$ cat src/rtl/mem_access_ctrl.sv
// MEM-stage load/store controller: aligns and issues one data-memory access per instruction,
// stalls the pipeline until ack or timeout, then returns the extended load result.
module mem_access_ctrl #(
    parameter int TIMEOUT_CYC = 255
) (
    input  logic        clk,
    input  logic        rst_n,
    input  logic        ex_valid,
    input  logic [5:0]  ex_op,
    input  logic [31:0] ex_addr,
    input  logic [31:0] ex_wdata,
    output logic        stall,
    output logic        done,
    output logic [31:0] load_data,
    output logic        addr_err,
    output logic        bus_err,
    output logic        mem_req,
    output logic        mem_we,
    output logic [31:0] mem_addr,
    output logic [3:0]  mem_be,
    output logic [31:0] mem_wdata,
    input  logic        mem_ack,
    input  logic [31:0] mem_rdata
);
    localparam int CW = ($clog2(TIMEOUT_CYC + 1) > 8) ? $clog2(TIMEOUT_CYC + 1) : 8;
    localparam logic [CW-1:0] LAST_CNT = CW'(TIMEOUT_CYC - 1);

    localparam logic [5:0] OP_LB = 6'h20, OP_LH = 6'h21, OP_LW = 6'h23, OP_LBU = 6'h24,
                           OP_LHU = 6'h25, OP_SB = 6'h28, OP_SH = 6'h29, OP_SW = 6'h2B;

    typedef enum logic [1:0] {IDLE, REQ, DONE} state_t;

    state_t         state_reg, state_next;
    logic [5:0]     op_reg;
    logic [1:0]     lane_reg;
    logic           we_reg;
    logic           berr_reg;
    logic [CW-1:0]  cnt_reg;

    logic        is_load, is_store, is_mem, is_byte, is_half, aligned, accept, timeout_hit;
    logic [3:0]  be_new;
    logic [31:0] wdata_new, ext_data;

    always_comb begin
        is_load  = (ex_op == OP_LB) || (ex_op == OP_LH) || (ex_op == OP_LW) ||
                   (ex_op == OP_LBU) || (ex_op == OP_LHU);
        is_store = (ex_op == OP_SB) || (ex_op == OP_SH) || (ex_op == OP_SW);
        is_mem   = is_load || is_store;
        // Size lives in op[1:0] for every memory opcode: 00 byte, 01 half, 11 word.
        is_byte  = (ex_op[1:0] == 2'b00);
        is_half  = (ex_op[1:0] == 2'b01);
        if (is_byte)      aligned = 1'b1;
        else if (is_half) aligned = ~ex_addr[0];
        else              aligned = (ex_addr[1:0] == 2'b00);

        if (is_byte) begin
            be_new    = 4'b0001 << ex_addr[1:0];
            wdata_new = {4{ex_wdata[7:0]}};
        end else if (is_half) begin
            be_new    = ex_addr[1] ? 4'b1100 : 4'b0011;
            wdata_new = {2{ex_wdata[15:0]}};
        end else begin
            be_new    = 4'b1111;
            wdata_new = ex_wdata;
        end

        accept      = (state_reg == IDLE) && ex_valid && is_mem && aligned;
        addr_err    = (state_reg == IDLE) && ex_valid && is_mem && !aligned;
        timeout_hit = (cnt_reg == LAST_CNT);
    end

    always_comb begin
        ext_data = mem_rdata;
        case (op_reg)
            OP_LB:  ext_data = {{24{mem_rdata[8*lane_reg+7]}}, mem_rdata[8*lane_reg +: 8]};
            OP_LBU: ext_data = {24'd0, mem_rdata[8*lane_reg +: 8]};
            OP_LH:  ext_data = lane_reg[1] ? {{16{mem_rdata[31]}}, mem_rdata[31:16]}
                                           : {{16{mem_rdata[15]}}, mem_rdata[15:0]};
            OP_LHU: ext_data = lane_reg[1] ? {16'd0, mem_rdata[31:16]} : {16'd0, mem_rdata[15:0]};
            default: ext_data = mem_rdata;
        endcase
    end

    always_comb begin
        state_next = state_reg;
        stall      = 1'b0;
        mem_req    = 1'b0;
        done       = 1'b0;
        case (state_reg)
            IDLE: begin
                stall = accept;
                if (accept) state_next = REQ;
            end
            REQ: begin
                stall   = 1'b1;
                mem_req = 1'b1;
                if (mem_ack || timeout_hit) state_next = DONE;
            end
            DONE: begin
                done       = 1'b1;
                state_next = IDLE;
            end
            default: state_next = IDLE;
        endcase
        mem_we  = mem_req && we_reg;
        bus_err = done && berr_reg;
    end

    always_ff @(posedge clk or negedge rst_n) begin
        if (!rst_n) begin
            state_reg <= IDLE;
            op_reg    <= 6'd0;
            lane_reg  <= 2'd0;
            we_reg    <= 1'b0;
            berr_reg  <= 1'b0;
            cnt_reg   <= '0;
            load_data <= 32'd0;
            mem_addr  <= 32'd0;
            mem_be    <= 4'd0;
            mem_wdata <= 32'd0;
        end else begin
            state_reg <= state_next;
            if (accept) begin
                op_reg    <= ex_op;
                lane_reg  <= ex_addr[1:0];
                we_reg    <= is_store;
                berr_reg  <= 1'b0;
                cnt_reg   <= '0;
                mem_addr  <= {ex_addr[31:2], 2'b00};
                mem_be    <= be_new;
                mem_wdata <= wdata_new;
            end else if (state_reg == REQ) begin
                if (mem_ack) begin
                    if (!we_reg) load_data <= ext_data;
                end else if (timeout_hit) begin
                    berr_reg  <= 1'b1;
                    load_data <= 32'd0;
                end else begin
                    cnt_reg <= cnt_reg + 1'b1;
                end
            end
        end
    end
endmodule

$ cat config.mk
export PLATFORM = sky130hd
export DESIGN_NAME = mem_access_ctrl
export DESIGN_NICKNAME = d
export VERILOG_FILES = /design/src/rtl/mem_access_ctrl.sv
export SDC_FILE = /design/constraint.sdc
export NUM_CORES = 1
export LEC_CHECK = 0
export CAP_MARGIN = 5
export CORE_AREA = 2 2 94 141
export CTS_CLUSTER_SIZE = 20
export DETAILED_ROUTE_END_ITERATION = 6
export DIE_AREA = 0 0 96 143
export PLACE_DENSITY = 0.79
export SLEW_MARGIN = 20
export SYNTH_ARGS = -nofsm -noshare
export SYNTH_HDL_FRONTEND = slang
export SYNTH_SLANG_ARGS = --single-unit
$ cat constraint.sdc
create_clock -name clk -period 3.7 [get_ports clk]
set_clock_uncertainty 0.2 [all_clocks]
set_input_delay 0.555 -clock clk [delete_from_list [all_inputs] [get_ports clk]]
set_output_delay 0.555 -clock clk [all_outputs]
set_load 0.005 [all_outputs]
### Yosys cells after proc, flatten, opt, wreduce, memory -nomap -nowiden

Index checks and enable logic that the tools add are counted.

* register bits after elaboration: 118
* input port bits: 106
* output and inout bits: 106
* word-level logic and storage cells: 92

* add/subtract/negate cells: 2
* magnitude comparators: 1
* equal/unequal tests: 21
* shifts and indexed selects: 2
* muxes and demuxes: 29
* bitwise operators: 2
* reduce and logical (&&, ||, !) cells: 25

Operator list (count)
* $mux 32: 6
* $pmux 32 s4: 1
* $eq 6x6->1 const B: 12
* $mux 8: 4
* $shiftx 32x6->8: 1
* $mux 16: 1
* $mux 4: 3
* $mux 1: 9
* $add 8x1->8 const B: 1
* $eq 8x8->1 const B: 1
* $logic_or 1x1->1: 8
* $ne 2x2->1 const B: 4
* $add 5x3->6 const B: 1
* $logic_and 1x1->1: 6
* $logic_not 2->1: 3
* $lt 6x6->1 const B: 1
* $reduce_and 3->1: 2
* $reduce_bool 2->1: 3
* $bmux 1 s5: 1
* $eq 2x1->1 const B: 2
* $mux 2: 2
* $pmux 2 s2: 1
* $reduce_and 4->1: 1
* $shl 1x2->4 const A: 1
* 6 further kinds: 7

### Logic depth before layout (Yosys ltp)

Gate-level depths: netlist of run 1.

* word-level depth: 10
* gate-level depth with buffers: 7
* mapped depth without buffers: 6

### Least setup slack after synthesis of run 1

No wires, ideal clock.

* path type: input-to-output
* start point: input ex_op[0]
* end point: output stall
* data arrival time: 1774 ps
* data required time: 2945 ps
* slack: 1171 ps
* cell stages on the path: 7
* path buffers: 3
* cells stage by stage: buf_2 o21ai_0 nand2_1 or2_1 buf_6 clkbuf_1 a21oi_1

* longest elaborated chain between the ends: 9
* elaborated cells on any way between the ends: 22
* classes of those cells: eq/ne (9); mux (3); reduce/logical (10)

RTL lines
* start: declaration: line 9 `input logic [5:0] ex_op,`
* $eq 6x6->1: line 45 `is_load = (ex_op == OP_LB) || (ex_op == OP_LH) || (ex_op == OP_LW) ||`
* $logic_or 1x1->1 (3 in series): line 45
* $logic_or 1x1->1: line 46 `(ex_op == OP_LBU) || (ex_op == OP_LHU);`
* $logic_or 1x1->1: line 48 `is_mem = is_load || is_store;`
* $logic_and 1x1->1: line 67 `accept = (state_reg == IDLE) && ex_valid && is_mem && aligned;`
* $logic_and 1x1->1 (*): line 67
* $pmux 1 s2 (*): line 89 `case (state_reg)`
* end: declaration: line 12 `output logic stall,`

Every way passes the cells marked *; elsewhere a longest branch is shown, timed or not.

### Worst setup path in the final report of run 1

* start point: input ex_op[1]
* end point: output stall

The elaborated chain is that of the path after synthesis.

==> impl_metrics.ini, run 1 <==
[power]
p_leak_nw = 3.572
switching_share = 0.2701
peakVddDrop_uv = 328.0
p_comb_frac = 0.321
p_sw_mw = 1.381
power_density_mw_per_mm2 = 611.6
internal-power_mw = 3.732
p_clk_frac = 0.299
seqPwrFrac = 0.380

[layout]
n_antenna_cell = 0
final_area_mm2 = 0.008359
drive_above_1_share = 0.1518
stdcell_count = 861
areaGrowthSynthToFinish_pct = 48.50
nNetsFinal = 800
biggestRegsByFlops = load_data: 32 flops, mem_wdata: 32 flops, mem_addr: 30 flops
fillerInstances = 978
postLayoutCoreUtil = 0.6715

[global_routing]
grt_pass1_vias = 5034
antenna_found_initial = 0
grt_usage = 0.2426
grt-ovfl-total = 0
grt_pass1_wl_mm = 25.52
grt_max_degree = 66

[synthesis]
avgSynthCellArea_um2 = 11.56
synthDistinctLibCells = 55
synth_cells = 487
synth-edff-count = 0
ys_seq_area_frac = 0.5246
yosys_warnings = 0
synth_area_mm2 = 0.005629
synth-async-reset-ratio = 1.000
synth_flop_cell = dfrtp_1
synth-seq-cells = 118

[drt]
wl_mm = 16.38
routedWlPerCell_um = 19.02
via_per_inst = 5.603
first_pass_iters = 5
drc_errors = 0
drt-initial-drc-count = 227
ant_nets = 0
num_vias = 4824

[sta]
layout_setup_ws_ns = 0.3549
rsz0062_at_grt = false
tns_ns = 0
maxSlewHeadroom = 0.4696
finalCritPeriodShare = 0.9041
hold_viol = 0
final_max_slew_viol_count = 0
fmax_mhz = 298.9
finalCriticalPeriod_ns = 3.345
worst_pin_slew_ns = 0.7956
finalSetupViolCount = 0

[critical_path]
cp-start-kind = input port
cp.required_ns = 2.94
crit_chain = clkdlybuf4s50_1 -> buf_4 -> nand2_1 -> nand2_1 -> or2_2 -> a21oi_1 -> clkdlybuf4s50_1
endpoint_kind = primary output
critPathSlowestCell = clkdlybuf4s50_1
worstPathArrival_ns = 2.59
worst-path-max-fanout = 28
critPathMaxStageDelay_ns = 0.56
critPathKind = input port to primary output

[flow_run]
drv_cap = 0

[floorplanning]
ioPinCount = 212
initial_core_util = 0.4522
dieArea_mm2 = 0.01373
fp.dieW_um = 96
rows = 50
die_h_um = 143
core_area_mm2 = 0.01245

[placement]
place_congestion = 0.8550
placedCellCount = 829
place_ws_ns = 0.3661
hpwl_mm = 11.86
portBuffers = 209
placed_cell_area_mm2 = 0.007805

[clocking]
clk_path_buf_depth = 2
cts_htree_levels = 4
clk_pin_slew_ns = 0.05
cts_tree = done
cts_resized = 0
clk_latency_ns = 0.40
numCtsBuffers = 17
clock_sinks = 118
cts-root-buf = clkbuf_16
post_cts_buffers = 0
hold_buffers = 0

[worst_hold_path]
hold_class = input port to async pin

[outcome]
status = finished, final reports clean
area by class of cell:
class                   instances  area [µm²]  share of cell area
flip-flops and latches        118        2953              0.3532
multi-input cells             322        2432              0.2910
repair buffers                221        2180              0.2607
clock buffers                  23       478.0             0.05718
well taps                     156       195.2             0.02335
clock inverters                 9       76.32            0.009130
inverters                      12       45.04            0.005388
worst paths after layout:
| path | cells past startpoint | to | slack, ns | from |
|---|---|---|---|---|
| min reg2reg | 1 | mem_be[0] | 0.29 | mem_be[0] |
| max | 7 | stall | 0.35 | ex_op[1] |
| max in group asynchronous | 2 | load_data[17] | 2.30 | rst_n |
| max reg2reg | 5 | load_data[31] | 1.31 | lane_reg[1] |
| min in group clk | 1 | mem_be[0] | 0.29 | mem_be[0] |
| min | 1 | cnt_reg[3] | 0.03 | rst_n |
cell families (layout without fill, tap and decap cells):
family          after synthesis  count (layout)  synth area share
compound gates              122             122            0.1551
xor+xnor                      3               3          0.004669
fa+ha+maj                     2               2          0.004445
buf+inv                      48             265           0.04467
flops                       118             118            0.5246
mux                          73              73            0.1445
simple gates                120             120            0.1214
other cells                   1               2         0.0006662
per-layer routing:
layer  part of all wire  routed length [µm]  GRT usage  vias up
met2               0.54                8803     0.4214      204
met4              0.027                 448     0.1068        0
met3              0.066                1085    0.06332       32
li1                   -                   -          -     2207
met1               0.37                6042     0.2746     2381
met5                  0                   0          0        -
placed cells by master (no fill, tap or decap), types with 3 or more instances in the layout:
master and count:
mux2_2 50, and2_1 3, o221ai_1 8, inv_1 12, o32ai_1 6, a21o_1 3
mux2i_1 19, clkdlybuf4s50_1 208, nand3_1 3, clkbuf_16 17, nor2b_1 5, nor2_1 29
a221o_1 18, dfrtp_1 118, nand2b_1 14, mux2_4 4, clkbuf_8 3, buf_4 13
nor3_1 14, a211oi_1 4, o21a_1 7, a21oi_1 8, nor3b_1 14, o31ai_1 6
clkinv_2 6, xnor2_1 3, o21ai_0 40, nand2_1 18, a22o_1 13, clkbuf_1 3
power by group through the flow:
stage | Sequential (mW) | Clock (mW) | Combinational (mW)
5_1_grt | 1.99 | 1.63 | 1.77
3_3_place_gp | 1.93 | 0 | 1.61
2_1_floorplan | 1.93 | 0 | 0.607
3_5_place_dp | 1.96 | 0 | 1.65
4_1_cts | 1.94 | 1.56 | 1.66
6_report | 1.94 | 1.53 | 1.64
worst max-delay path, delay by kind of cell:
kind                   cells  cell delay [ns]
buffers and inverters      3             1.37
and+or+nand+nor            3             0.52
AOI/OAI and AO/OA          1             0.15
synthesized netlist by cell type (12+ instances only):
library cell | instances | area share
a221o_1 | 18 | 0.032
clkbuf_1 | 16 | 0.011
nor3b_1 | 14 | 0.019
inv_1 | 12 | 0.0080
dfrtp_1 | 118 | 0.52
o21ai_0 | 40 | 0.036
mux2i_1 | 19 | 0.034
nand2b_1 | 14 | 0.016
nand2_1 | 18 | 0.012
nor2_1 | 29 | 0.019
nor3_1 | 14 | 0.012
mux2_2 | 50 | 0.10
a22o_1 | 13 | 0.020
stage by stage:
step	total power [mW]	hold WS, ns
floorplan	2.537	0.05941
global placement	3.540	0.2617
detailed placement	3.606	0.2754
CTS	5.162	0.04447
global route	5.384	0.06724
finish	5.113	0.02604
No activity file was read; power rests on OpenSTA's default activity.
==> run 2, diff against run 1 <==
Settings changed: GPL_TIMING_DRIVEN set to 1.
==> results of run 2 <==
Same layout as run 1: the final DEF is identical, and so are final timing and power.
==> run 3, diff against run 2 <==
Settings changed: ABC_CLOCK_PERIOD_IN_PS set to 3700.
==> results of run 3 <==
Same layout as run 1: the final DEF is identical, and so are final timing and power.
